## src/rtl/dmem_port_arbiter_pkg.sv

```systemverilog
// Shared definitions for the unified data-memory port: default widths,
// arbiter state encodings and requester indices (also used by the CPU top).
package dmem_port_arbiter_pkg;

    localparam int DBITS_DEFAULT = 16;
    localparam int ABITS_DEFAULT = 12;

    typedef enum logic [1:0] {
        ST_IDLE    = 2'd0,
        ST_ISSUE   = 2'd1,
        ST_CAPTURE = 2'd2
    } arb_state_t;

    localparam logic REQ_CPU = 1'b0;
    localparam logic REQ_DBG = 1'b1;

endpackage

```

## src/rtl/rr_pick2.sv

```systemverilog
// Two-way round-robin pick: a lone requester wins, a tie goes to the
// requester that did not win last time.
module rr_pick2
    import dmem_port_arbiter_pkg::*;
(
    input  logic req0,
    input  logic req1,
    input  logic last,
    output logic valid,
    output logic winner
);

    always_comb begin
        valid  = req0 | req1;
        winner = REQ_CPU;
        if (req0 && req1) begin
            winner = (last == REQ_CPU) ? REQ_DBG : REQ_CPU;
        end else if (req1) begin
            winner = REQ_DBG;
        end
    end

endmodule

```

## src/rtl/dmem_port_arbiter.sv

```systemverilog
// Serialises CPU and debug-loader accesses onto the single registered data
// port of the unified memory, returning read data with a per-requester strobe.
module dmem_port_arbiter
    import dmem_port_arbiter_pkg::*;
#(
    parameter int DBITS = DBITS_DEFAULT,
    parameter int ABITS = ABITS_DEFAULT
) (
    input  logic             clk,
    input  logic             rst_n,
    input  logic             req0,
    input  logic             req1,
    input  logic             we0,
    input  logic             we1,
    input  logic [DBITS-1:0] addr0,
    input  logic [DBITS-1:0] addr1,
    input  logic [DBITS-1:0] wdata0,
    input  logic [DBITS-1:0] wdata1,
    output logic             gnt0,
    output logic             gnt1,
    output logic             rvalid0,
    output logic             rvalid1,
    output logic [DBITS-1:0] rdata,
    output logic [ABITS-1:0] maddr,
    output logic             mwe,
    output logic [DBITS-1:0] mdin,
    input  logic [DBITS-1:0] mdout
);

    arb_state_t state;
    arb_state_t state_nxt;

    logic last;
    logic owner;
    logic lat_we;
    logic in_range;

    logic pick_valid;
    logic pick_winner;

    logic             win_we;
    logic [DBITS-1:0] win_addr;
    logic [DBITS-1:0] win_wdata;
    logic             win_in_range;

    logic take;
    logic rdata_load;
    logic gnt0_nxt;
    logic gnt1_nxt;
    logic mwe_nxt;
    logic rvalid0_nxt;
    logic rvalid1_nxt;

    rr_pick2 u_pick (
        .req0   (req0),
        .req1   (req1),
        .last   (last),
        .valid  (pick_valid),
        .winner (pick_winner)
    );

    assign win_we       = (pick_winner == REQ_DBG) ? we1    : we0;
    assign win_addr     = (pick_winner == REQ_DBG) ? addr1  : addr0;
    assign win_wdata    = (pick_winner == REQ_DBG) ? wdata1 : wdata0;
    // Anything above the memory's byte span is granted but never reaches the array.
    assign win_in_range = (win_addr[DBITS-1:ABITS+1] == '0);

    always_comb begin
        state_nxt   = state;
        take        = 1'b0;
        rdata_load  = 1'b0;
        gnt0_nxt    = 1'b0;
        gnt1_nxt    = 1'b0;
        mwe_nxt     = 1'b0;
        rvalid0_nxt = 1'b0;
        rvalid1_nxt = 1'b0;
        unique case (state)
            ST_IDLE: begin
                if (pick_valid) begin
                    take      = 1'b1;
                    state_nxt = ST_ISSUE;
                    gnt0_nxt  = (pick_winner == REQ_CPU);
                    gnt1_nxt  = (pick_winner == REQ_DBG);
                    mwe_nxt   = win_we & win_in_range;
                end
            end
            ST_ISSUE: begin
                state_nxt = lat_we ? ST_IDLE : ST_CAPTURE;
            end
            ST_CAPTURE: begin
                state_nxt   = ST_IDLE;
                rdata_load  = 1'b1;
                rvalid0_nxt = (owner == REQ_CPU);
                rvalid1_nxt = (owner == REQ_DBG);
            end
            default: begin
                state_nxt = ST_IDLE;
            end
        endcase
    end

    // Port outputs are loaded on the edge entering ISSUE so they are stable for the whole ISSUE cycle.
    always_ff @(posedge clk or negedge rst_n) begin
        if (!rst_n) begin
            state    <= ST_IDLE;
            last     <= REQ_DBG;
            owner    <= REQ_CPU;
            lat_we   <= 1'b0;
            in_range <= 1'b0;
            gnt0     <= 1'b0;
            gnt1     <= 1'b0;
            mwe      <= 1'b0;
            rvalid0  <= 1'b0;
            rvalid1  <= 1'b0;
            maddr    <= '0;
            mdin     <= '0;
            rdata    <= '0;
        end else begin
            state   <= state_nxt;
            gnt0    <= gnt0_nxt;
            gnt1    <= gnt1_nxt;
            mwe     <= mwe_nxt;
            rvalid0 <= rvalid0_nxt;
            rvalid1 <= rvalid1_nxt;
            if (take) begin
                last     <= pick_winner;
                owner    <= pick_winner;
                lat_we   <= win_we;
                in_range <= win_in_range;
                maddr    <= win_addr[ABITS:1];
                mdin     <= win_wdata;
            end
            if (rdata_load) begin
                rdata <= in_range ? mdout : '0;
            end
        end
    end

endmodule

```

## config.mk

```make
export PLATFORM = sky130hd
export DESIGN_NAME = dmem_port_arbiter
export DESIGN_NICKNAME = d
export VERILOG_FILES = /design/src/rtl/dmem_port_arbiter_pkg.sv /design/src/rtl/rr_pick2.sv /design/src/rtl/dmem_port_arbiter.sv
export SDC_FILE = /design/constraint.sdc
export NUM_CORES = 1
export LEC_CHECK = 0
export CAP_MARGIN = 20
export CORE_ASPECT_RATIO = 0.7
export CORE_MARGIN = 4
export CORE_UTILIZATION = 41
export DETAILED_ROUTE_END_ITERATION = 12
export GPL_TIMING_DRIVEN = 0
export HOLD_SLACK_MARGIN = 0.06
export MAX_ROUTING_LAYER = met4
export PLACE_DENSITY = 0.89
export SYNTH_ARGS = -nofsm -noshare
export SYNTH_HDL_FRONTEND = slang
export SYNTH_SLANG_ARGS = --single-unit
export TNS_END_PERCENT = 50
```

## constraint.sdc

```tcl
create_clock -name clk -period 2.6 [get_ports clk]
set_input_delay 0.52 -clock clk [delete_from_list [all_inputs] [get_ports clk]]
set_output_delay 0.52 -clock clk [all_outputs]
set_load 0.03 [all_outputs]
```

==> results.yml <==
status:
  outcome: "finished, final reports clean"
worst_setup_path:
  regToRegEndpoint: "mdin[6]"
  ff2ff_path_depth: 4
  worst_setup_path_start_kind: "primary input"
  timing.rr.start: "state[1]"
  cp_max_fo: 10
  reg2reg_slack_ns: 0.82
  critical_path_class: "primary input to flop"
  crit_path_end_kind: "flop"
  cp.required_ns: 2.78
  arrival_ns: 2.14
pwr:
  clkPwrFrac_pct: 11.2
  seqPwrFrac_pct: 32.8
  share_comb_of_total_power_pct: 56.0
  p_int_w: 0.00266
  peakVddDrop_mv: 0.538
  p_total_w: 0.00451
  p_per_area_nw_per_um2: 1140
  power_switching_share_pct: 41.0
  p_leak_nw: 1.70
  net-switching-power_w: 0.00185
yosys:
  synth_fa_ha_area_share_pct: 0
  seq_area_frac_synth_pct: 57.2
  synth_top_family_by_area: "multiplexers"
  synth-simple-area-share_pct: 11.5
  synth_most_common_cell: "dfrtp_1"
  synthTopCellsByArea: "dfrtp_1, mux2_2, a221o_1, mux2_4, nand2_1"
  synth_edf_count: 0
  async_reset_ff_share_pct: 100
  synth_xor_area_share_pct: 0
  yosysTopAreaCellShare_pct: 56.1
  yosysWarnings: 0
  synth_top_area_cell: "dfrtp_1"
  synth.distinct_cells: 25
  synth-compound-area-share_pct: 11.2
  synthTopCellsByCount: "dfrtp_1, nand2_1, mux2_2"
  synth_seq_cells: 55
  synth-main-ff-cell: "dfrtp_1"
  syn-cell-area_um2: 2410
  synthesis.nets: 284
  synth_mux_area_share_pct: 16.2
  postSynthCellCount: 198
  avgSynthCellArea_um2: 12.2
clocking:
  cts_root_buf: "clkbuf_8"
  htree_levels: 2
  cts.repair.resized: 0
  clkLatencyLatePin_ns: 0.30
  numCtsBuffers: 5
  ctsHoldBuffers: 0
  path_clk_slew_ns: 0.09
  cts_tree: "built"
  cts.sinks: 55
  cts_buffer_depth: 2
  postCtsSetupBuffers: 0
drt:
  routed_wl_um: 6420
  first_pass_iters: 4
  post-route-drc-count: 0
  via_per_inst: 4.96
  drt_iter0_markers: 54
  detail_route.wl_per_cell_um: 15.5
  antenna_left: 0
  vias: 2054
floorplanning:
  ioPinCount: 135
  core_um2: 5700
  die_width_um: 99.6
  rows: 23
  die_h_um: 72.1
  initial_utilization_pct: 42.2
  die_area_um2: 7180
grt:
  use_met3_pct: 5.57
  grt_use_total_pct: 18.2
  top_usage_layer: "met2"
  met1_usage_pct: 22.1
  grt_first_pass_wirelength_um: 10100
  overflow: 0
  grt_max_degree: 34
  antenna_found_initial: 0
  grt_pass1_vias: 2176
  use_met2_pct: 30.5
finish:
  diodes: 0
  nFillCells: 425
  area_delta_synth_final_pct: 64.0
  fin_cells: 414
  nets: 424
  drive_above_1_share_pct: 15.0
timing:
  worst_pin_slew_ns: 0.749
  slew-limit-headroom_pct: 50.1
  hold_slack_ns: 0.274
  clock.fmax_ghz: 0.510
  skew_ns: 0.00923
  slew_violations: 0
  finalCritPeriodShare_pct: 75.4
  setup_violations: 0
  finalHoldViolCount: 0
  rsz0062_at_grt: "false"
  min_period_ns: 1.96
placed_design:
  gp_congestion: 0.826
  dpl.hpwl_um: 5080
  dp.cells: 406
  port_buffers: 132
worst_hold_path:
  hold_class: "primary input to asynchronous set/reset pin"
run:
  drv_cap: 0
==> worst max-delay path by stage <==
| stage | startpoint | to | slack (ns) | cells past startpoint |
|---|---|---|---|---|
| 3_5_place_dp | req1 | mdin[9] | 0.33 | 5 |
| 3_3_place_gp | rst_n | mdin[4] | -0.58 | 1 |
| 4_1_cts | req1 | mdin[10] | 0.66 | 5 |
| 6_report | req1 | mdin[6] | 0.64 | 5 |
| 5_1_grt | req1 | mdin[10] | 0.54 | 5 |
| 2_1_floorplan | req1 | maddr[10] | 0.98 | 5 |
==> per-layer routing <==
metal  wire length, um  share of wire (%)
met3               572                8.9
met2              3000                 47
met4                42               0.65
met5                 0                  0
met1              2800                 44
==> power by group through the flow <==
stage / logic (W) / registers [W] / clock network (W)
2_1_floorplan: 0.000791 / 0.00216 / 0
3_3_place_gp: 0.00251 / 0.00147 / 0
3_5_place_dp: 0.00256 / 0.00149 / 0
4_1_cts: 0.00256 / 0.00148 / 0.000522
5_1_grt: 0.00269 / 0.00153 / 0.000554
6_report: 0.00253 / 0.00148 / 0.000504
==> placed cells by master (no fill, tap or decap), types with 2 or more instances in the layout <==
| cell | netlist | final |
|---|---|---|
| buf_6 | 2 | 2 |
| nor2_1 | 5 | 5 |
| dfrtp_1 | 54 | 54 |
| o21ai_0 | 16 | 16 |
| clkbuf_8 | 0 | 7 |
| a221o_1 | 14 | 14 |
| clkdlybuf4s50_1 | 0 | 131 |
| buf_2 | 1 | 2 |
| mux2_2 | 24 | 24 |
| mux2_4 | 8 | 8 |
| and3_1 | 14 | 14 |
| nor3_1 | 2 | 2 |
| nand3_1 | 2 | 2 |
| nand2_1 | 32 | 32 |
| inv_1 | 2 | 2 |
| a21o_1 | 2 | 2 |
| clkbuf_1 | 10 | 10 |
==> worst max-delay path, cell delays in order <==
cell,delay [ns]
clkdlybuf4s50_1,0.52
a21boi_2,0.41
nor3_2,0.14
buf_2,0.22
a221o_1,0.31
==> registers in the layout (all words and copies together), names as in the netlist <==
register  cells
gnt0          1
gnt1          1
in_range      1
last          1
lat_we        1
maddr        12
mdin         16
mwe           1
owner         1
rdata        16
rvalid0       1
rvalid1       1
state         2
==> per-stage QoR <==
stage          util [%]  TNS (ns)  cell area [um^2]  worst slack (ns)
2_1_floorplan         -         0              2410             0.975
3_3_place_gp       67.1    -31.14              3820            -0.579
3_5_place_dp       67.5         0              3840             0.332
4_1_cts            69.3         0              3950             0.658
5_1_grt            69.3         0              3950             0.539
6_report           69.3         0              3950             0.640
==> logic make-up (layout without fill, tap and decap cells) <==
kind of cell	count (synthesis)	in the layout
mux	32	32
flops	55	55
compound gates	36	36
simple gates	59	59
buf+inv	16	157
==> cell type report <==
cell class	count	area (um^2)	share of cell area (%)
multi-input combinational	127	937	23.7
sequential	55	1380	34.9
inverter	2	7.51	0.190
tap	75	93.8	2.38
clock inverter	1	7.51	0.190
clock buffer	7	96.3	2.44
timing repair buffer	133	1340	34.0
buffer	14	85.1	2.15
No activity file was read; power rests on OpenSTA's default activity.
